## src/rtl/gpu_decode_stage.sv

```systemverilog
// gpu_decode_stage: instruction decode between fetch and issue.
// Splits the instruction word into fields, classifies the opcode and runs a
// RUN/HALTED/ERROR control FSM. The stage has an output register plus one
// skid register, so it sustains one instruction per cycle.
// Optional: define DECODE_PERF_CNT_EN to add the perf_decoded/perf_stall counters.
module gpu_decode_stage #(
  parameter int INSTR_W      = 32,
  parameter int OPC_W        = 8,
  parameter int RA_W         = 5,
  parameter int IMM_W        = INSTR_W - OPC_W - 3*RA_W,
  parameter int ILLEGAL_TRAP = 1
) (
  input  logic               clk,
  input  logic               rst_n,
  input  logic               in_valid,
  output logic               in_ready,
  input  logic [INSTR_W-1:0] in_instr,
  output logic               out_valid,
  input  logic               out_ready,
  output logic [OPC_W-1:0]   out_opcode,
  output logic [RA_W-1:0]    out_rd,
  output logic [RA_W-1:0]    out_rs1,
  output logic [RA_W-1:0]    out_rs2,
  output logic [INSTR_W-1:0] out_imm,
  output logic [2:0]         out_class,
  output logic               out_is_imm,
  output logic               out_writes_rd,
  input  logic               flush,
  input  logic               resume,
  input  logic               clear_err,
  output logic               halted,
  output logic               error,
  output logic [OPC_W-1:0]   err_opcode
`ifdef DECODE_PERF_CNT_EN
  ,
  output logic [31:0]        perf_decoded,
  output logic [31:0]        perf_stall
`endif
);

  localparam logic [2:0] CLS_INT     = 3'd0;
  localparam logic [2:0] CLS_FP      = 3'd1;
  localparam logic [2:0] CLS_MEM     = 3'd2;
  localparam logic [2:0] CLS_CTRL    = 3'd3;
  localparam logic [2:0] CLS_SYS     = 3'd4;
  localparam logic [2:0] CLS_NOP     = 3'd5;
  localparam logic [2:0] CLS_ILLEGAL = 3'd7;

  typedef struct packed {
    logic [OPC_W-1:0]   opcode;
    logic [RA_W-1:0]    rd;
    logic [RA_W-1:0]    rs1;
    logic [RA_W-1:0]    rs2;
    logic [INSTR_W-1:0] imm;
    logic [2:0]         cls;
    logic               is_imm;
    logic               writes_rd;
  } entry_t;

  typedef enum logic [1:0] {ST_RUN, ST_HALTED, ST_ERROR} state_t;

  entry_t           dec;
  entry_t           out_q;
  entry_t           skid_q;
  logic             out_v;
  logic             skid_v;
  logic             out_v_n;
  logic             skid_v_n;
  logic             ld_out_skid;
  logic             ld_out_in;
  logic             ld_skid;
  logic             accept;
  logic [7:0]       opc_lo;
  logic             opc_hi_nz;
  state_t           state;
  state_t           state_n;
  logic [OPC_W-1:0] err_n;

  assign accept = in_valid && in_ready;

  // Combinational field split and opcode classification of the incoming word
  always_comb begin
    dec           = '0;
    dec.opcode    = in_instr[INSTR_W-1 -: OPC_W];
    dec.rd        = in_instr[INSTR_W-OPC_W-1 -: RA_W];
    dec.rs1       = in_instr[INSTR_W-OPC_W-RA_W-1 -: RA_W];
    dec.rs2       = in_instr[INSTR_W-OPC_W-2*RA_W-1 -: RA_W];
    dec.imm       = {{(INSTR_W-IMM_W){in_instr[IMM_W-1]}}, in_instr[IMM_W-1:0]};
    opc_lo        = dec.opcode[7:0];
    opc_hi_nz     = (dec.opcode >> 8) != '0;
    case (opc_lo) inside
      [8'h01:8'h06], [8'h10:8'h12], [8'h20:8'h24], [8'h30:8'h34],
      [8'h40:8'h49], [8'h60:8'h63], [8'h70:8'h74], [8'h80:8'h81],
      [8'h90:8'h92]:                 dec.cls = CLS_INT;
      8'h9F:                         dec.cls = CLS_NOP;
      [8'hA0:8'hAD], [8'hB0:8'hB5]:  dec.cls = CLS_FP;
      [8'hC0:8'hC1]:                 dec.cls = CLS_MEM;
      [8'hE0:8'hE5]:                 dec.cls = CLS_CTRL;
      [8'hF0:8'hF2]:                 dec.cls = CLS_SYS;
      default:                       dec.cls = CLS_ILLEGAL;
    endcase
    if (opc_hi_nz) dec.cls = CLS_ILLEGAL;
    dec.is_imm    = !opc_hi_nz && (opc_lo inside {[8'h10:8'h12]});
    dec.writes_rd = (dec.cls == CLS_INT) || (dec.cls == CLS_FP) ||
                    (!opc_hi_nz && (opc_lo == 8'hC0 || opc_lo == 8'hF1));
  end

  // Control FSM next state: HALT/illegal on accept, resume/clear_err to leave, flush overrides all
  always_comb begin
    state_n = state;
    err_n   = err_opcode;
    if (flush) begin
      state_n = ST_RUN;
      err_n   = '0;
    end else begin
      case (state)
        ST_RUN: begin
          if (accept) begin
            if (dec.cls == CLS_ILLEGAL && ILLEGAL_TRAP != 0) begin
              state_n = ST_ERROR;
              err_n   = dec.opcode;
            end else if (dec.opcode == OPC_W'(8'hF0)) begin
              state_n = ST_HALTED;
            end
          end
        end
        ST_HALTED: if (resume) state_n = ST_RUN;
        ST_ERROR: begin
          if (clear_err) begin
            state_n = ST_RUN;
            err_n   = '0;
          end
        end
        default: state_n = ST_RUN;
      endcase
    end
  end

  // Buffer steering: output register refills from skid first, otherwise from the input
  always_comb begin
    out_v_n     = out_v;
    skid_v_n    = skid_v;
    ld_out_skid = 1'b0;
    ld_out_in   = 1'b0;
    ld_skid     = 1'b0;
    if (flush) begin
      out_v_n  = 1'b0;
      skid_v_n = 1'b0;
    end else if (!out_v || out_ready) begin
      if (skid_v) begin
        ld_out_skid = 1'b1;
        out_v_n     = 1'b1;
        skid_v_n    = 1'b0;
      end else begin
        ld_out_in = accept;
        out_v_n   = accept;
      end
    end else if (accept) begin
      ld_skid  = 1'b1;
      skid_v_n = 1'b1;
    end
  end

  // Registers for buffers, FSM state, trap opcode and the registered in_ready
  always_ff @(posedge clk or negedge rst_n) begin
    if (!rst_n) begin
      out_v      <= 1'b0;
      skid_v     <= 1'b0;
      out_q      <= '0;
      skid_q     <= '0;
      state      <= ST_RUN;
      err_opcode <= '0;
      in_ready   <= 1'b1;
    end else begin
      out_v      <= out_v_n;
      skid_v     <= skid_v_n;
      if (ld_out_skid)    out_q <= skid_q;
      else if (ld_out_in) out_q <= dec;
      if (ld_skid)        skid_q <= dec;
      state      <= state_n;
      err_opcode <= err_n;
      in_ready   <= !skid_v_n && (state_n == ST_RUN);
    end
  end

  assign out_valid     = out_v;
  assign out_opcode    = out_q.opcode;
  assign out_rd        = out_q.rd;
  assign out_rs1       = out_q.rs1;
  assign out_rs2       = out_q.rs2;
  assign out_imm       = out_q.imm;
  assign out_class     = out_q.cls;
  assign out_is_imm    = out_q.is_imm;
  assign out_writes_rd = out_q.writes_rd;
  assign halted        = (state == ST_HALTED);
  assign error         = (state == ST_ERROR);

`ifdef DECODE_PERF_CNT_EN
  // Free-running accept and stall counters; only reset clears them
  always_ff @(posedge clk or negedge rst_n) begin
    if (!rst_n) begin
      perf_decoded <= '0;
      perf_stall   <= '0;
    end else begin
      if (in_valid && in_ready)  perf_decoded <= perf_decoded + 32'd1;
      if (in_valid && !in_ready) perf_stall   <= perf_stall + 32'd1;
    end
  end
`endif

endmodule

```

## config.mk

```make
export PLATFORM = sky130hd
export DESIGN_NAME = gpu_decode_stage
export DESIGN_NICKNAME = d
export VERILOG_FILES = /design/src/rtl/gpu_decode_stage.sv
export SDC_FILE = /design/constraint.sdc
export NUM_CORES = 1
export LEC_CHECK = 0
export ABC_AREA = 1
export BUFFER_PORTS_ARGS = -buffer_cell sky130_fd_sc_hd__buf_2
export CAP_MARGIN = 20
export CORE_MARGIN = 4
export CORE_UTILIZATION = 40
export CTS_BUF_LIST = sky130_fd_sc_hd__clkbuf_4 sky130_fd_sc_hd__clkbuf_8
export DETAILED_ROUTE_END_ITERATION = 8
export HOLD_SLACK_MARGIN = 0.03
export PLACE_DENSITY = 0.61
export SYNTH_ARGS = -nofsm -noshare
export SYNTH_HDL_FRONTEND = slang
export SYNTH_SLANG_ARGS = --single-unit
```

## constraint.sdc

```tcl
create_clock -name clk -period 4.2 [get_ports clk]
set_clock_uncertainty 0.05 [all_clocks]
set_input_delay 0 -clock clk [delete_from_list [all_inputs] [get_ports clk]]
set_output_delay 0 -clock clk [all_outputs]
set_load 0.02 [all_outputs]
```

==> After elaboration in Yosys (flattened, before gate mapping) <==
Cells that the tools add are included.
{ "classes": {"n_mux": 35, "n_reduce_logical": 31, "n_eq_ne": 11, "magnitude_cmp": 28} }
{ "ops": {"columns": ["cell", "count"], "rows": [
  ["$mux 60", 2],
  ["$ge 8x8->1 const B", 7],
  ["$le 8x8->1 const B", 7],
  ["$eq 8x8->1 const B", 4],
  ["$mux 8", 4],
  ["$ge 8x7->1 const B", 3],
  ["$le 8x7->1 const B", 3],
  ["$ge 8x6->1 const B", 2],
  ["$le 8x6->1 const B", 2],
  ["$logic_and 1x1->1", 16],
  ["$pmux 8 s2", 1],
  ["$mux 1", 15],
  ["$mux 3", 5],
  ["$mux 2", 7],
  ["$ne 3x3->1 const B", 3],
  ["$reduce_or 9->1", 1],
  ["$ge 8x1->1 const B", 1],
  ["$ge 8x5->1 const B", 1],
  ["$le 8x3->1 const B", 1],
  ["$le 8x5->1 const B", 1],
  ["$pmux 2 s3", 1],
  ["$logic_not 2->1", 2],
  ["$logic_or 1x1->1", 4],
  ["$reduce_and 4->1", 1],
  ["9 further kinds", 11]
]} }
{ "word_totals": {"regBits": 110, "output_inout_bits": 72} }

==> Depth between registers and ports, before layout <==
Gate-level depths: netlist of run 1.
{ "logic_depth": {"depth_word": 15, "depth_mapped": 14} }

==> Worst setup path after synthesis of run 1 <==
OpenSTA, ideal clock, no wires.
{ "synth_timing": {"path_kind": "flip-flop to flip-flop", "from": "reg in_ready", "to": "reg out_q, in the netlist out_imm[1]", "synth_period_minus_slack_ps": 1628, "required_time_ps": 4067, "t_arrival_ps": 1495, "setup_ps": 83, "path_stages_with_launch": 8, "slack_ps": 2572, "cell_sequence": "dfstp_2 nand2_1 nand2_1 nand3_1 inv_1 clkbuf_1 o21ai_0 o21ai_0"} }
{ "synth_via": {"elab_chain_len": 5} }
{ "synth_rtl": {"columns": ["element", "line_no", "source"], "rows": [
  ["from (decl)", "16", "output logic in_ready,"],
  ["from (signal assigned)", "182", "in_ready <= !skid_v_n && (state_n == ST_RUN);"],
  ["$logic_and 1x1->1", "79", "assign accept = in_valid && in_ready;"],
  ["$mux 1", "150", "if (skid_v) begin"],
  ["$mux 1", "149", "end else if (!out_v || out_ready) begin"],
  ["$mux 1", "146", "if (flush) begin"],
  ["$reduce_bool 2->1 (no line)", null, null],
  ["to (signal assigned)", "177", "if (ld_out_skid) out_q <= skid_q;"],
  ["to (decl)", "63", "entry_t out_q;"]
]} }
Every way passes these cells.
A chain may end at the register's enable or synchronous reset.

==> Final worst setup path of run 1 <==
{ "layout_timing": {"from": "reg in_ready", "to": "reg out_q, in the netlist out_rd[0]"} }
Same word-level chain as after synthesis.

==> run metrics, run 1 <==
Hold Crit Class=input port to register; Global Route Usage Sum=0.177; worst setup path category=register to register; Slew headroom=0.297; Vias/cell=4.89; Worst Max-Slew Pin Slew=1.05 ns; final hold vios=0; initial core utilization=0.408; clk slew on worst S/H paths=around 0.090 ns; Core Region=between 10000 and 15000 um2; top-area cell type share of the netlist area=0.513; first-pass GRT wire length=approximately 18000 um; Placer Congestion=approximately 0.85; Post-CTS Setup Bufs=0; cell count after synthesis=540; fraction of registers with async set/reset=1.00; Ports=between 100 and 150; Commonest cells post-synth=181 x nand2_1, 86 x dfrtp_1, 80 x o21ai_0; count leader, synth=nand2_1; WHS=0.0438 ns; synthesized net count=between 500 and 600; top cells by area, synth=dfrtp_1 51%, nand2_1 16%, o21ai_0 9.5%, nor2_1 5.5%, buf_4 4.1%; Synth Register Bits=87; Sequential Area=roughly 2200 um2; fmax=a little over 400 MHz; fillcell total=1009; ANT nets after route=0; hpwl dp=approximately 7000 um; # H-tree levels=3; grt total ovfl=0; post-synth top area cell=dfrtp_1; DP Cell Count=between 700 and 800; Clk Latency, worst-skew pair=about 0.35 ns; Die ar.=about 12000 um2; power per cell area=between 500 and 600 nW/um2; DIE WIDTH=110 um; Cell Area, Synth=approximately 4200 um2; Final WS setup=approximately 1.8 ns; clock sinks=slightly below 90; Max rail drop VDD=0.197 mV; Clock Tree Root=clkbuf_8; clock buffer count from CTS=9; PnR Total Power=0.00273 W; row count=37; Main synth FF type=dfrtp_1; worst slack, placed=about 1.8 ns; setup TNS=0 ns; crit path launch type=register; Ant. Diodes=0; per-cell routed wire length=approximately 13 um; # setup viols final=0; die height=approximately 110 um; layout cells sized above 1=0.227; Final min period=about 2.4 ns; Layout area overhead=25.8%; port buffer count=110; Warnings, synthesis=0; status=finished, final reports clean; number of max-cap violations=0; DR vias=a little under 4000; CTS tree=built; multi-input logic area=~1600 um2; Critical Path RT=roughly 4.4 ns; RSZ-0062 raised after global routing=no; Pins Over Slew Limit=0; Nets=approximately 700; overall routed net length=10700 um; largest net degree at the start of global routing=52; clk buf depth=2; Starting DRT DRC Count=231; number of synthesized flops with an enable pin=0; Post-Syn Area per Cell=~8 um2; drt pass-1 iters=4; Crit Path Max Fanout=between 40 and 50; synth unique cells=25; CP endpoint kind=register; final non-filler cell total=between 700 and 800; leakage=about 2.9 nW; PostCTS Resize Cnt=0; hold buffers post-CTS=39; Arrival @ worst endpoint=2.64 ns; fin crit share=0.574; # DRC=0; initial antenna violation count=0; register area share after synthesis=0.519; vias in the first global route=around 3700
## cell usage in the layout, fill, tap and decap left out, drive strengths merged
cell type / Yosys / layout
nor2: 65 / 65
a21oi: 8 / 8
nand2: 184 / 184
clkinv: 0 / 1
nor4: 1 / 1
o21ai: 89 / 89
dfrtp: 86 / 86
dlygate4sd3: 0 / 39
inv: 29 / 30
nand4: 2 / 2
bufinv: 0 / 1
nand3: 23 / 23
nand3b: 1 / 1
buf: 28 / 114
dfstp: 1 / 1
a21o: 1 / 1
clkbuf: 19 / 11
a32oi: 1 / 1
clkinvlp: 0 / 1
nor3: 2 / 2
## metrics by stage
step | area [um2] | utilization
6_report | 5280 | 0.514
5_1_grt | 5280 | 0.514
4_1_cts | 5280 | 0.514
3_5_place_dp | 4690 | 0.456
3_3_place_gp | 4690 | 0.456
2_1_floorplan | 4200 | -
## final cells by class
class                           count  share of cell area
Clock inverter                      4              0.0104
Sequential cell                    87               0.413
Multi-Input combinational cell    377               0.312
Timing Repair Buffer              153               0.184
Tap cell                          136              0.0322
Clock buffer                       11              0.0275
Inverter                           29              0.0206
## state kept, by name (all words and copies together), names as in the netlist
signal and cells:
out_rd 5, skid_q 37, err_opcode 8, out_writes_rd 1, out_rs2 5, out_class 3
skid_v 1, out_valid 1, in_ready 1, out_imm 9, out_is_imm 1, out_opcode 8
out_rs1 5, state 2
## critical path: stages, from the launching register on
cell and delay (ns):
dfstp_2 0.55, nand2_1 0.09, nand2_1 0.11, nand3_2 0.07, buf_4 0.28, inv_1 0.73
o21ai_0 0.22, o21ai_0 0.20
## report_power, final
group / internal, W / switching (W)
Combinational: 0.000301 / 0.000564
Sequential: 0.00111 / 0.000155
Clock: 0.000298 / 0.000300
Total: 0.00171 / 0.00102
## metal layers
metal  GRT usage  share of wire  wire length (um)
met1       0.242           0.46              4950
met4      0.0558          0.015               158
met5           0              0                 0
met3      0.0400          0.068               730
met2       0.278           0.45              4880
## worst paths after layout
kind                                           start                         to  slack [ns]  cells after the start
max in group asynchronous                      rst_n     skid_q[13]$_DFFE_PN0P_        3.02                      3
setup reg to reg                  in_ready$_DFF_PN1_      out_rd[0]$_DFFE_PN0P_        1.79                      7
hold / removal                              in_valid         state[0]$_DFF_PN0_        0.04                      5
hold reg to reg            err_opcode[0]$_DFFE_PN0P_  err_opcode[0]$_DFFE_PN0P_        0.43                      2
setup / recovery                  in_ready$_DFF_PN1_      out_rd[0]$_DFFE_PN0P_        1.79                      7
min in group asynchronous                      rst_n     out_imm[6]$_DFFE_PN0P_        0.08                      2
## cell families (layout without fill, tap and decap cells)
family / after synthesis / after routing / synth area share
and+or+nand+nor: 278 / 278 / 0.271
AOI/OAI and AO/OA: 99 / 99 / 0.120
DFF: 87 / 87 / 0.519
buffers and inverters: 76 / 197 / 0.0900
No activity file was read; power rests on OpenSTA's default activity.
==> inputs of run 2 (changes only) <==
==> constraint.sdc (replaced) <==
create_clock -name clk -period 2.43 [get_ports clk]
set_clock_uncertainty 0.05 [all_clocks]
set_input_delay 0 -clock clk [delete_from_list [all_inputs] [get_ports clk]]
set_output_delay 0 -clock clk [all_outputs]
set_load 0.02 [all_outputs]
==> run metrics, run 2 (synthesis gave the netlist of run 1 again) <==
status=finished, final reports clean (unchanged); Internal Pwr Total=0.00284 W (was 0.00171 W); fmax=between 400 and 500 MHz; final core utilization=0.517 (was 0.514); hold path startpoint=in_instr[31] (was in_valid); max layer used=met4 (unchanged); Crit Path Max Fanout=8 (was 43); Pins Over Slew Limit=0 (unchanged); # setup viols final=0 (unchanged); port buffer count=110 (unchanged); initial antenna violation count=0 (unchanged); clock buffer count from CTS=9 (unchanged); dpl cell area=4720 um2 (was 4690 um2); final non-filler cell total=801 (was 797); most common cell after layout, fill and taps aside=nand2_1 (unchanged); sequential power share=0.471 (was 0.463); Max rail drop VDD=0.318 mV (was 0.197 mV); Finished Cell Area=5320 um2 (was 5280 um2); # DRC=0 (unchanged); Worst R2R End=state[1]$_DFF_PN0_ (was out_rd[0]$_DFFE_PN0P_); Clock Tree Root=clkbuf_8 (unchanged); clk buf depth=2 (unchanged); setup slack, reg-to-reg=0.29 ns (was 1.79 ns); Nets=699 (was 696); leakage=2.88 nW (was 2.87 nW); row count=37 (unchanged); Slew headroom=0.483 (was 0.297); met1 WL=5050 um (was 4950 um); Detail Route met2 WL=4780 um (was 4880 um); combinational group share of total power=0.325 (was 0.317); Global Route Usage Sum=0.172 (was 0.177); most frequent cells in the layout=181 x nand2_1, 109 x buf_2, 86 x dfrtp_1, 80 x o21ai_0, 61 x nor2_1 (unchanged); die height=110 um (unchanged); WHS=0.0319 ns (was 0.0438 ns); hold path cells=3 (was 5); Post-CTS Setup Bufs=0 (unchanged); CP endpoint kind=register (unchanged); reg2reg start=state[1]$_DFF_PN0_ (was in_ready$_DFF_PN1_); CTS tree=built (unchanged); drt pass-1 iters=4 (unchanged); vias in the first global route=3605 (was 3736); clock sinks=87 (unchanged); DIE WIDTH=110 um (unchanged); Endpoint, Worst Hold=out_opcode[7]$_DFFE_PN0P_ (was state[0]$_DFF_PN0_); power per cell area=873 nW/um2 (was 516 nW/um2); clock network power share=0.204 (was 0.219); layout cells sized above 1=0.232 (was 0.227); sw frac=0.388 (was 0.374); per-cell routed wire length=13.2 um (was 13.5 um); met3 WL=648 um (was 730 um); Placer Congestion=0.831 (was 0.849); Final min period=2.21 ns; Starting DRT DRC Count=197 (was 231); overall routed net length=10600 um (was 10700 um); Worst Max-Slew Pin Slew=0.774 ns (was 1.05 ns); fin crit share=0.910; Hold Crit Class=input port to register (unchanged); max FFs per register=37 (unchanged); Core Region=10300 um2 (unchanged); Arrival @ worst endpoint=2.45 ns (was 2.64 ns); clk slew on worst S/H paths=0.09 ns (about the same); RSZ-0062 raised after global routing=no (unchanged); DP Cell Count=745 (was 743); most flop-heavy register=skid_q (unchanged); DR vias=3825 (was 3898); setup TNS=0 ns (unchanged); largest net degree at the start of global routing=81 (was 52); Ant. Diodes=0 (unchanged); hpwl dp=7000 um (was 7020 um); PostCTS Resize Cnt=0 (unchanged); Ports=111 (unchanged); Critical Path RT=2.66 ns (was 4.42 ns); Die ar.=12200 um2 (unchanged); P_sw=0.00180 W (was 0.00102 W); Clk Latency, worst-skew pair=0.35 ns (about the same); crit path launch type=input port (was register); first-pass GRT wire length=17900 um (was 18100 um); worst reg2reg path depth=8 (was 7); Layout area overhead=26.7% (was 25.8%); number of max-cap violations=0 (unchanged); final hold vios=0 (unchanged); grt total ovfl=0 (unchanged); # H-tree levels=3 (unchanged); Vias/cell=4.78 (was 4.89); worst setup path category=input port to register (was register to register); initial core utilization=0.408 (unchanged); ANT nets after route=0 (unchanged)
-- run 2: what timing repair did --
item,in CTS,in global routing
hold endpoints to repair,144,5
hold buffers,38,1
setup endpoints to repair,0,0
-- run 2: worst max-delay path, stage by stage --
cell           delay, ns
dlygate4sd3_1       0.53
buf_2               0.15
inv_2               0.12
nand2_1             0.11
nor2_2              0.13
nand2_1             0.06
nand2_1             0.06
nand2_1             0.06
nand2_2             0.07
nand3_1             0.09
nor2_2              0.17
nand3_2             0.13
nand2_1             0.08
nand2_1             0.04
nand2_1             0.08
dlygate4sd3_1       0.56
-- run 2: cell type report --
cell class,count,area [um2]
timing repair buffer,156,1030
clock inverter,6,51.3
sequential,87,2180
multi-input combinational,377,1650
inverter,29,109
tap,136,170
fill,1007,4960
clock buffer,10,131
-- run 2: how the worst max path moves through the flow --
stage                  startpoint  slack, ns  cells after the start                      to
2_1_floorplan  in_ready$_DFF_PN1_       0.80                      7  out_imm[1]$_DFFE_PN0P_
5_1_grt              in_instr[30]        0.1                     16      state[1]$_DFF_PN0_
4_1_cts              in_instr[30]       0.25                     16      state[1]$_DFF_PN0_
3_3_place_gp   in_ready$_DFF_PN1_       0.49                      7  out_rs2[3]$_DFFE_PN0P_
3_5_place_dp   in_ready$_DFF_PN1_       0.41                      7  out_rs1[3]$_DFFE_PN0P_
6_report             in_instr[30]       0.22                     16      state[1]$_DFF_PN0_
-- run 2: power groups by stage --
stage | combinational (W) | clock, W | sequential [W]
6_report | 0.00151 | 0.000948 | 0.00219
5_1_grt | 0.00168 | 0.00104 | 0.00225
4_1_cts | 0.00152 | 0.000975 | 0.00219
3_5_place_dp | 0.00147 | 0 | 0.00221
3_3_place_gp | 0.00145 | 0 | 0.00220
2_1_floorplan | 0.000829 | 0 | 0.00244
-- run 2: metrics by stage --
stage	total power [W]	worst slack, ns
floorplan	0.00326	0.802
global placement	0.00364	0.485
detailed placement	0.00368	0.406
CTS	0.00469	0.251
global route	0.00497	0.0977
finish	0.00464	0.219
-- run 2: metal layers --
metal	vias to the layer above	track usage
met2	109	0.273
met5	-	0
met4	0	0.0394
met3	9	0.0362
met1	1769	0.243
li1	1938	-
==> inputs of run 3 (changes only) <==
--- a/config.mk
+++ b/config.mk
@@ -7,13 +7,13 @@
 export LEC_CHECK = 0
 export ABC_AREA = 1
 export BUFFER_PORTS_ARGS = -buffer_cell sky130_fd_sc_hd__buf_2
-export CAP_MARGIN = 20
+export CAP_MARGIN = 10
 export CORE_MARGIN = 4
 export CORE_UTILIZATION = 40
 export CTS_BUF_LIST = sky130_fd_sc_hd__clkbuf_4 sky130_fd_sc_hd__clkbuf_8
 export DETAILED_ROUTE_END_ITERATION = 8
 export HOLD_SLACK_MARGIN = 0.03
-export PLACE_DENSITY = 0.61
+export PLACE_DENSITY = 0.74
 export SYNTH_ARGS = -nofsm -noshare
 export SYNTH_HDL_FRONTEND = slang
 export SYNTH_SLANG_ARGS = --single-unit
==> run metrics, run 3 (synthesis gave the netlist of run 1 again) <==
status=finished, final reports clean (unchanged); grt total ovfl=0 (unchanged); DP Cell Count=744 (was 745); Slew headroom=0.285 (was 0.483); critical path, cell by cell=inv_1 -> nor2_1 -> inv_1 -> nor2_1 -> nand2_1 -> dlygate4sd3_1 -> nand2_1 -> dlygate4sd3_1 (was dlygate4sd3_1 -> buf_2 -> inv_2 -> nand2_1 -> nor2_2 -> nand2_1 -> nand2_1 -> nand2_1 -> nand2_2 -> nand3_1 -> nor2_2 -> nand3_2 -> nand2_1 -> nand2_1 -> nand2_1 -> dlygate4sd3_1); Layout area overhead=25.2% (was 26.7%); # setup viols final=0 (unchanged); clock sinks=87 (unchanged); final core utilization=0.511 (was 0.517); Pins Over Slew Limit=0 (unchanged); CTS tree=built (unchanged); RSZ-0062 raised after global routing=no (unchanged); overall routed net length=10400 um (was 10600 um); sw frac=0.388 (about the same); Final min period=2.21 ns (about the same); port buffer count=110 (unchanged); DR vias=3868 (was 3825); sequential power share=0.475 (was 0.471); ANT nets after route=0 (unchanged); Worst path slowest cell=dlygate4sd3_1 (unchanged); hpwl dp=7090 um (was 7000 um); Starting DRT DRC Count=168 (was 197); number of max-cap violations=0 (unchanged); Post-CTS Setup Bufs=0 (unchanged); row count=37 (unchanged); most common cell after layout, fill and taps aside=nand2_1 (unchanged); clk slew on worst S/H paths=0.08 ns (was 0.09 ns); Worst Max-Slew Pin Slew=1.07 ns (was 0.774 ns); # DRC=0 (unchanged); first-pass GRT wire length=17600 um (was 17900 um); Placer Congestion=0.904 (was 0.831); clock buffer count from CTS=9 (unchanged); most frequent cells in the layout=181 x nand2_1, 109 x buf_2, 86 x dfrtp_1, 80 x o21ai_0, 61 x nor2_1 (unchanged); Worst path top cell family by delay=buffers and inverters (unchanged); Arrival @ worst endpoint=2.44 ns (was 2.45 ns); Nets=696 (was 699); Core Region=10300 um2 (unchanged); Ports=111 (unchanged); most flop-heavy register=skid_q (unchanged); drt pass-1 iters=5 (was 4); CP endpoint kind=register (unchanged); vias in the first global route=3789 (was 3605); clock network power share=0.201 (was 0.204); P_sw=0.00179 W (was 0.00180 W); Critical path buffers and inverters=4 (unchanged); leakage=2.85 nW (was 2.88 nW); # H-tree levels=3 (unchanged); final non-filler cell total=798 (was 801); fin crit share=0.909 (was 0.910); clk buf depth=2 (unchanged); initial antenna violation count=0 (unchanged); per-cell routed wire length=13.1 um (was 13.2 um); Global Route Usage Sum=0.169 (was 0.172); worst setup path category=register to register (was input port to register); setup TNS=0 ns (unchanged); WHS=0.0507 ns (was 0.0319 ns); slowest cell delay on critical path=0.57 ns (was 0.56 ns); PnR Total Power=0.00462 W (was 0.00464 W); Clock Tree Root=clkbuf_8 (unchanged); initial core utilization=0.408 (unchanged); DIE WIDTH=110 um (unchanged); combinational group share of total power=0.324 (was 0.325); Max rail drop VDD=0.400 mV (was 0.318 mV); final hold vios=0 (unchanged); Die ar.=12200 um2 (unchanged); layout cells sized above 1=0.230 (was 0.232); Clk Latency, worst-skew pair=0.35 ns (about the same); Internal Pwr Total=0.00283 W (was 0.00284 W); Crit Path Max Fanout=3 (was 8); Vias/cell=4.85 (was 4.78); power per cell area=878 nW/um2 (was 873 nW/um2); fmax=453 MHz (was 452 MHz); crit path launch type=register (was input port); Hold Crit Class=input port to register (unchanged); die height=110 um (unchanged); Ant. Diodes=0 (unchanged); max FFs per register=37 (unchanged); largest net degree at the start of global routing=88 (was 81); Critical Path RT=2.67 ns (was 2.66 ns)
## run 3: area by class of cell
class | instances | area [um2]
well taps | 136 | 170
multi-input cells | 377 | 1650
clock buffers | 10 | 131
flip-flops and latches | 87 | 2180
repair buffers | 153 | 971
fillers | 1016 | 5020
inverters | 29 | 109
clock inverters | 6 | 46.3
## run 3: stage by stage
stage | setup WS [ns] | area (um2)
after detailed placement | 0.741 | 4700
after global routing | 0.0594 | 5260
final | 0.222 | 5260
after CTS | 0.280 | 5260
after global placement | 0.813 | 4700
after floorplan | 0.802 | 4200
## run 3: final timing paths
path | depth (start not counted) | from | slack [ns] | to
setup / recovery | 8 | state[1]$_DFF_PN0_ | 0.22 | state[1]$_DFF_PN0_
hold / removal | 6 | out_ready | 0.05 | skid_v$_DFF_PN0_
setup reg to reg | 8 | state[1]$_DFF_PN0_ | 0.22 | state[1]$_DFF_PN0_
hold reg to reg | 2 | skid_q[45]$_DFFE_PN0P_ | 0.43 | skid_q[45]$_DFFE_PN0P_
max in group asynchronous | 2 | rst_n | 1.31 | skid_q[48]$_DFFE_PN0P_
min in group asynchronous | 2 | rst_n | 0.32 | err_opcode[4]$_DFFE_PN0P_
## run 3: power by group through the flow
| stage | logic, W | registers (W) | clock network (W) |
|---|---|---|---|
| global route | 0.00167 | 0.00225 | 0.00103 |
| CTS | 0.00152 | 0.00219 | 0.000957 |
| finish | 0.00150 | 0.00219 | 0.000928 |
| global placement | 0.00144 | 0.00220 | 0 |
| detailed placement | 0.00147 | 0.00221 | 0 |
| floorplan | 0.000829 | 0.00244 | 0 |
## run 3: worst reg2reg max path, delay by kind of cell, from the launching register on
family	cells	cell delay, ns
and+or+nand+nor	4	0.46
buffers and inverters	4	1.26
DFF	1	0.39
## run 3: metal layers
| layer | up-vias | wire (um) | global-route usage |
|---|---|---|---|
| li1 | 1927 | - | - |
| met1 | 1776 | 4810 | 0.228 |
| met2 | 153 | 4730 | 0.272 |
| met3 | 12 | 749 | 0.0411 |
| met4 | 0 | 125 | 0.0468 |
| met5 | - | 0 | 0 |
## run 3: repair_timing
item	in CTS	in global routing
hold buffers	38	0
resized for setup	0	0
endpoints found under the hold margin	154	0
